$ cat src/rtl/fp16_to_int.sv
// Purpose: converts an IEEE-754 binary16 operand to a saturating signed 16-bit integer.
// Latency: the result is valid after 1+n edges, counting the accepting edge, where
//          n = |E-25| for 15<=E<=30 and n = 0 for Inf/NaN, zero, denormals and |x|<1.
// Backpressure: one request in flight; ready is high only in IDLE, and the result is
//               held in DONE until ready_i is seen.
//
// Ports:
//   clk_i, rst_ni          clock, synchronous active-low reset
//   valid_i, ready_o,      request handshake and binary16 operand {sign, exp[4:0], frac[9:0]}
//   opA_i
//   valid_o, ready_i       result handshake
//   INT_o, ovf_o,          two's-complement result, saturation flag, and a flag that
//   inexact_o              nonzero fraction bits were discarded
//
// Build option: define FP2INT_RNE_EN for round-to-nearest-even; otherwise the
// conversion truncates toward zero.

module fp16_to_int (
    input  logic        clk_i,
    input  logic        rst_ni,
    input  logic        valid_i,
    output logic        ready_o,
    input  logic [15:0] opA_i,
    output logic        valid_o,
    input  logic        ready_i,
    output logic [15:0] INT_o,
    output logic        ovf_o,
    output logic        inexact_o
);

    typedef enum logic [1:0] {
        IDLE  = 2'd0,
        SHIFT = 2'd1,
        DONE  = 2'd2
    } state_t;

    state_t      state, state_nxt;

    // Datapath registers
    logic        sign_q,   sign_nxt;
    logic [16:0] mag_q,    mag_nxt;
    logic        guard_q,  guard_nxt;
    logic        sticky_q, sticky_nxt;
    logic [3:0]  n_q,      n_nxt;
    logic        left_q,   left_nxt;

    // Result registers, loaded only on the edge that enters DONE
    logic [15:0] int_q,    int_nxt;
    logic        ovf_q,    ovf_nxt;
    logic        inx_q,    inx_nxt;

    // Operand fields
    logic        in_sign;
    logic [4:0]  in_exp;
    logic [9:0]  in_frac;

    assign in_sign = opA_i[15];
    assign in_exp  = opA_i[14:10];
    assign in_frac = opA_i[9:0];

    // Rounding, saturation and negation of a finished magnitude.
    // Returns {int[15:0], ovf, inexact}.
    function automatic logic [17:0] finish_result(
        input logic        s,
        input logic [16:0] m,
        input logic        g,
        input logic        st
    );
        logic [16:0] mr;
        logic [15:0] r_int;
        logic        r_ovf;
        logic        r_inx;
        mr    = m;
`ifdef FP2INT_RNE_EN
        // Round up when above half, or exactly half and the kept LSB is odd.
        if (g && (st || m[0])) begin
            mr = m + 17'd1;
        end
`endif
        r_inx = g | st;
        r_ovf = 1'b0;
        if ((!s && (mr > 17'd32767)) || (s && (mr > 17'd32768))) begin
            r_int = s ? 16'h8000 : 16'h7FFF;
            r_ovf = 1'b1;
            r_inx = 1'b0;
        end else if (s) begin
            r_int = ~mr[15:0] + 16'd1;
        end else begin
            r_int = mr[15:0];
        end
        return {r_int, r_ovf, r_inx};
    endfunction

    // Next-state and datapath logic
    always_comb begin
        state_nxt  = state;
        sign_nxt   = sign_q;
        mag_nxt    = mag_q;
        guard_nxt  = guard_q;
        sticky_nxt = sticky_q;
        n_nxt      = n_q;
        left_nxt   = left_q;
        int_nxt    = int_q;
        ovf_nxt    = ovf_q;
        inx_nxt    = inx_q;

        unique case (state)
            IDLE: begin
                if (valid_i) begin
                    sign_nxt   = in_sign;
                    mag_nxt    = {6'd0, (in_exp != 5'd0), in_frac};
                    guard_nxt  = 1'b0;
                    sticky_nxt = 1'b0;
                    n_nxt      = 4'd0;
                    left_nxt   = 1'b0;
                    if (in_exp == 5'd31) begin
                        // Inf/NaN: NaN saturates positive regardless of sign.
                        state_nxt = DONE;
                        int_nxt   = (in_sign && (in_frac == 10'd0)) ? 16'h8000 : 16'h7FFF;
                        ovf_nxt   = 1'b1;
                        inx_nxt   = 1'b0;
                    end else if (in_exp < 5'd15) begin
                        // |x| < 1: integer part is zero; any nonzero encoding is inexact.
                        state_nxt = DONE;
                        int_nxt   = 16'h0000;
                        ovf_nxt   = 1'b0;
                        inx_nxt   = (in_exp != 5'd0) || (in_frac != 10'd0);
`ifdef FP2INT_RNE_EN
                        // [0.5,1): exactly 0.5 ties to even zero, anything above rounds to 1.
                        if ((in_exp == 5'd14) && (in_frac != 10'd0)) begin
                            int_nxt = in_sign ? 16'hFFFF : 16'h0001;
                        end
`endif
                    end else begin
                        // Binary point sits 10 bits into M; e=E-15 moves it by e-10 = E-25.
                        if (in_exp <= 5'd25) begin
                            n_nxt    = 4'(5'd25 - in_exp);
                            left_nxt = 1'b0;
                        end else begin
                            n_nxt    = 4'(in_exp - 5'd25);
                            left_nxt = 1'b1;
                        end
                        if (in_exp == 5'd25) begin
                            state_nxt = DONE;
                            {int_nxt, ovf_nxt, inx_nxt} =
                                finish_result(in_sign, mag_nxt, 1'b0, 1'b0);
                        end else begin
                            state_nxt = SHIFT;
                        end
                    end
                end
            end

            SHIFT: begin
                if (left_q) begin
                    mag_nxt = {mag_q[15:0], 1'b0};
                end else begin
                    // Bits leave through guard, then accumulate into sticky.
                    mag_nxt    = {1'b0, mag_q[16:1]};
                    guard_nxt  = mag_q[0];
                    sticky_nxt = sticky_q | guard_q;
                end
                n_nxt = n_q - 4'd1;
                if (n_q == 4'd1) begin
                    state_nxt = DONE;
                    {int_nxt, ovf_nxt, inx_nxt} =
                        finish_result(sign_q, mag_nxt, guard_nxt, sticky_nxt);
                end
            end

            DONE: begin
                if (ready_i) begin
                    state_nxt = IDLE;
                end
            end

            default: begin
                state_nxt = IDLE;
            end
        endcase
    end

    always_ff @(posedge clk_i) begin
        if (!rst_ni) begin
            state    <= IDLE;
            sign_q   <= 1'b0;
            mag_q    <= 17'd0;
            guard_q  <= 1'b0;
            sticky_q <= 1'b0;
            n_q      <= 4'd0;
            left_q   <= 1'b0;
            int_q    <= 16'h0000;
            ovf_q    <= 1'b0;
            inx_q    <= 1'b0;
        end else begin
            state    <= state_nxt;
            sign_q   <= sign_nxt;
            mag_q    <= mag_nxt;
            guard_q  <= guard_nxt;
            sticky_q <= sticky_nxt;
            n_q      <= n_nxt;
            left_q   <= left_nxt;
            int_q    <= int_nxt;
            ovf_q    <= ovf_nxt;
            inx_q    <= inx_nxt;
        end
    end

    assign ready_o   = (state == IDLE);
    assign valid_o   = (state == DONE);
    assign INT_o     = int_q;
    assign ovf_o     = ovf_q;
    assign inexact_o = inx_q;

endmodule
$ cat config.mk
export PLATFORM = sky130hd
export DESIGN_NAME = fp16_to_int
export DESIGN_NICKNAME = d
export VERILOG_FILES = /design/src/rtl/fp16_to_int.sv
export SDC_FILE = /design/constraint.sdc
export NUM_CORES = 1
export LEC_CHECK = 0
export BUFFER_PORTS_ARGS = -buffer_cell sky130_fd_sc_hd__buf_2
export CELL_PAD_IN_SITES_DETAIL_PLACEMENT = 1
export CELL_PAD_IN_SITES_GLOBAL_PLACEMENT = 1
export CORE_ASPECT_RATIO = 0.9
export CORE_UTILIZATION = 47
export CTS_CLUSTER_SIZE = 14
export DETAILED_ROUTE_END_ITERATION = 6
export HOLD_SLACK_MARGIN = 0.03
export PLACE_DENSITY_LB_ADDON = 0.1
export SLEW_MARGIN = 20
export SYNTH_ARGS = -nofsm -noshare
export SYNTH_HDL_FRONTEND = slang
export SYNTH_SLANG_ARGS = --single-unit
$ cat constraint.sdc
create_clock -name clk_i -period 7.85 [get_ports clk_i]
set_input_delay 1.57 -clock clk_i [delete_from_list [all_inputs] [get_ports clk_i]]
set_output_delay 1.57 -clock clk_i [all_outputs]
set_load 0.01 [all_outputs]
# [Word level (Yosys, flattened, before mapping)]
# Cells that the tools add are included.
[word_totals] elab_cells=97 out_inout_bits=20 in_bits=20 ff_bits=45
[op_classes] magnitude_cmp=4 n_bitwise=4 add_sub_neg=5 muxes=50 eq_ne=9 reduce_logical=15
[op_table] op="$mux 16" n=10
[op_table] op="$mux 17" n=3
[op_table] op="$pmux 17 s2" n=1
[op_table] op="$add 16x1->16 const B" n=2
[op_table] op="$pmux 16 s2" n=1
[op_table] op="$mux 1" n=19
[op_table] op="$gt 17x15->1 const B" n=1
[op_table] op="$gt 17x16->1 const B" n=1
[op_table] op="$mux 4" n=4
[op_table] op="$not 11->16" n=1
[op_table] op="$not 16->16" n=1
[op_table] op="$mux 2" n=6
[op_table] op="$eq 5x5->1 const B" n=2
[op_table] op="$logic_not 10->1" n=1
[op_table] op="$reduce_bool 10->1" n=1
[op_table] op="$pmux 1 s2" n=4
[op_table] op="$pmux 4 s2" n=1
[op_table] op="$pmux 2 s3" n=1
[op_table] op="$le 5x5->1 const B" n=1
[op_table] op="$lt 5x4->1 const B" n=1
[op_table] op="$reduce_bool 5->1" n=1
[op_table] op="$eq 4x1->1 const B" n=1
[op_table] op="$ne 2x2->1 const B" n=2
[op_table] op="$ne 4x1->1 const B" n=1
[op_table] op="15 further kinds" n=20

# [Longest topological paths before layout]
[logic_depth] word_depth=9 mapped_depth=12 mapped_depth_nobuf=8

# [Worst setup path before layout]
# Ideal clock, no wire load.
[synth_path] kind="input port to flip-flop" start="input opA_i[1]" end="register int_q[1] (netlist: INT_o[1])" required_time_ns=7.713 setup_time_ns=0.137 path_buffers=0 path_stages=7 path_slack_ns=4.681 t_arrival_ns=3.032 cell_sequence="inv_1 ha_1 or3b_2 nor4_4 a21boi_1 nor3b_2 a31oi_1"
[synth_via] elab_chain_cells=8 elab_cells_between_ends=11 classes_between="add/sub (1); mux (7); bitwise (1); reduce/logical (2)"
[synth_lines] item="start, declared" line_no="23" source="input logic [15:0] opA_i,"
[synth_lines] item="$not 11->16" line_no="87" source="r_int = ~mr[15:0] + 16'd1;"
[synth_lines] item="$add 16x1->16" line_no="87"
[synth_lines] item="$mux 16" line_no="86" source="end else if (s) begin"
[synth_lines] item="$mux 16" line_no="143" source="if (in_exp == 5'd25) begin"
[synth_lines] item="$mux 16" line_no="122" source="end else if (in_exp < 5'd15) begin"
[synth_lines] item="$mux 16 (*)" line_no="116" source="if (in_exp == 5'd31) begin"
[synth_lines] item="$mux 16 (*)" line_no="109" source="if (valid_i) begin"
[synth_lines] item="$pmux 16 s2 (*)" line_no="107" source="unique case (state)"
[synth_lines] item="end signal, assigned" line_no="203" source="int_q <= int_nxt;"
[synth_lines] item="end, declared" line_no="48" source="logic [15:0] int_q, int_nxt;"
# Mark *: on every way between the ends. The rest lies on a longest branch, timed or not. The select of a mux whose other input is x is not followed.
# A chain may end at the register's enable or synchronous reset.

# [Worst setup path after layout]
[layout_path] start="input opA_i[12]" end="register int_q[1] (netlist: INT_o[1])"
[layout_via] elab_chain_cells=5 elab_cells_between_ends=9 classes_between="order compare (1); eq/ne (3); mux (4); reduce/logical (1)"
[layout_lines] item="$lt 5x4->1" line_no="122"
[layout_lines] item="$mux 16" line_no="122"
[layout_lines] item="$mux 16" line_no="116"
[layout_lines] item="$mux 16" line_no="109"
[layout_lines] item="$pmux 16 s2" line_no="107"
# Parallel ways exist; a longest one is shown, timed or not. The select of a mux whose other input is x is not followed.

==> impl_metrics.json <==
{
  "path_clk_slew_ps": 100,
  "worst_pin_slew_ps": 1040,
  "regArea_um2": 901,
  "drtIter0Drc": 249,
  "cts-root-buf": "clkbuf_8",
  "status": "finished, final reports clean",
  "drive_above_1_share": 0.179,
  "grt_pass1_vias": 3243,
  "synth_top_cell_by_area": "dfxtp_1",
  "n_fill_cell": 863,
  "cellLeakagePower_nw": 1.34,
  "cpPeakStageDelay_ps": 740,
  "cpMaxStageDelayCell": "o31a_1",
  "crit_buf_inv": 1,
  "crit_chain": "buf_2 > ha_1 > a31oi_1 > nand2b_1 > o31a_1 > nor3b_2 > a31oi_1",
  "finalCritPeriodShare": 0.466,
  "syn_nets": 457,
  "nets": 476,
  "cp_common_cell": "a31oi_1",
  "drv_cap": 0,
  "start_kind": "input port",
  "hp-start": "ovf_o",
  "die_w_um": 91.2,
  "hold_buffers": 0,
  "io_buffers": 39,
  "setup-tns-final_ps": 0,
  "r2r_start": "left_q",
  "antenna_found_initial": 0,
  "timing.rr.end": "INT_o[10]",
  "cts.path.max_buffers": 2,
  "synth_common_cells": "dfxtp_1 (45), nor2_1 (44), a21oi_1 (37)",
  "drtPass1Iterations": 5,
  "vias_per_cell": 6.22,
  "antennaDiodeCount": 0,
  "endpoint_kind": "register",
  "r2r_slack_ps": 4810,
  "ys.flop_type": "dfxtp_1",
  "drc_errors": 0,
  "start_util": 0.497,
  "p_per_area_mw_per_mm2": 175,
  "worstPathMaxFanout": 26,
  "rsz0062_at_grt": "no",
  "path_delay_family": "compound AO/OA/AOI/OAI gates",
  "cp.required_ps": 8040,
  "cts_setup_buffers": 0,
  "rows": 28,
  "coreArea_mm2": 0.00676,
  "cts_sinks": 45,
  "hp-class": "register to register",
  "gp_congestion": 0.914,
  "async_flop_share": 0,
  "synth.top_cell.area_share": 0.268,
  "synth_warnings": 0,
  "relSlewSlack": 0.308,
  "die_area_mm2": 0.00750,
  "placed_area_mm2": 0.00356,
  "path_depth": 7,
  "cts_max_level": 2,
  "track_usage": 0.304,
  "rr_worst_depth": 9,
  "yosysSeqAreaShare": 0.268,
  "syn_inst": 426,
  "clk_latency_ps": 310,
  "num_vias": 3335,
  "wirelength_um": 10900,
  "cts_made_buffers": 5,
  "path_class": "input port to register",
  "synth_most_common_cell": "dfxtp_1",
  "setup_viol_count_final": 0,
  "peakVddDrop_v": 0.0000856,
  "cts_resized": 0,
  "synth-edff-count": 0,
  "io_pins": 40,
  "hold_path_depth": 2,
  "fmax_ghz": 0.273,
  "syn2layout_area_growth_pct": 8.52,
  "drt-wirelength-per-cell_um": 20.4,
  "multi_input_area_mm2": 0.00229,
  "fin_crit_ps": 3660,
  "hold_viol": 0,
  "worstPathArrival_ps": 3850,
  "die_height_um": 82.3,
  "synth_area_per_cell_um2": 7.89,
  "fin_area_mm2": 0.00365,
  "fin_skew_ps": 8.32,
  "ant_nets": 0,
  "grt.overflow.total": 0,
  "synth_cell_types": 62,
  "cts_tree": "yes",
  "synthTopCellsByArea": "dfxtp_1 (27%), a21oi_1 (5.5%), o21ai_0 (5.2%), nor2_1 (4.9%), mux2i_1 (4.2%)",
  "synth_seq_cells": 45,
  "syn_area_mm2": 0.00336,
  "dp_hpwl_um": 8130,
  "slew_violations": 0,
  "hold_end": "ovf_o",
  "grt_pass1_wl_um": 17600,
  "grt_max_degree": 47
}
==> layer usage <==
| layer | vias to the layer above | wire length [µm] | track usage |
|---|---|---|---|
| met5 | - | 0 | 0 |
| met4 | 0 | 259 | 0.117 |
| met3 | 20 | 608 | 0.0476 |
| met2 | 114 | 4650 | 0.465 |
| met1 | 1607 | 5410 | 0.432 |
| li1 | 1594 | - | - |
==> worst max-delay path by stage <==
stage	slack (ps)	endpoint	from
6_report	4190	INT_o[1]	opA_i[12]
3_5_place_dp	3880	INT_o[7]	opA_i[12]
4_1_cts	4220	INT_o[1]	opA_i[12]
3_3_place_gp	4030	INT_o[1]	opA_i[12]
2_1_floorplan	4680	INT_o[1]	opA_i[1]
5_1_grt	3980	INT_o[2]	opA_i[12]
==> stage by stage <==
step                      utilization  worst slack [ps]  total power, mW  hold WS (ps)  instances
after floorplan                     -              4680            0.420           491        426
after global placement          0.527              4030            0.480           456        528
after detailed placement        0.527              3880            0.488           483        528
after CTS                       0.540              4220            0.638           497        536
after global routing            0.540              3980            0.674           515        536
final                           0.540              4190            0.639           488        536
==> layout by cell type, fill, tap and decap left out, drive strengths merged, types with 2 or more instances in the layout <==
cell and n:
nor3b 5, nand4 4, a22oi 14, a21oi 40, o211ai 6, o21bai 2, or3 5, o31ai 9
a21boi 3, xor2 9, a211oi 8, nand3 4, clkbuf 6, o21ai 37, nand2 29, clkinvlp 2
o21a 2, or4 2, mux2i 16, and2 2, dfxtp 45, nor3 16, nand2b 6, ha 11
nor4 2, nor2 44, a31oi 8, o22ai 2, mux2 3, o31a 3, buf 42, nor2b 20
inv 11, o221a 9, xnor2 9
==> worst reg2reg max path, stage by stage (launching register included) <==
cell and delay [ps]:
dfxtp_1 320, buf_4 400, mux2i_1 560, inv_1 100, ha_1 230, nor4_1 340, a21oi_1 270, nor3_1 430
nor3b_2 160, a21oi_1 160
==> registers in the layout, summed over array words and instances (netlist names) <==
name,cells
sign_q,1
n_q,4
INT_o,16
left_q,1
ovf_o,1
guard_q,1
state,2
mag_q,17
sticky_q,1
inexact_o,1
==> power breakdown <==
part | switching (mW) | internal, mW
Sequential | 0.0333 | 0.249
Clock | 0.0890 | 0.0629
Combinational | 0.127 | 0.0777
Total | 0.249 | 0.390
==> logic make-up after synthesis <==
group / after synthesis / share of synthesized area
fa+ha+maj: 11 / 0.0409
buf+inv: 41 / 0.0513
mux: 19 / 0.0625
simple gates: 143 / 0.225
xor+xnor: 18 / 0.0469
compound gates: 149 / 0.306
flops: 45 / 0.268
==> cell type report <==
cell class                      count  share of cell area
Inverter                           11              0.0113
Clock buffer                        6              0.0199
Timing Repair Buffer               42              0.0597
Multi-Input combinational cell    340               0.627
Clock inverter                      2             0.00411
Tap cell                           90              0.0309
Sequential cell                    45               0.247
No activity file was read; power rests on OpenSTA's default activity.
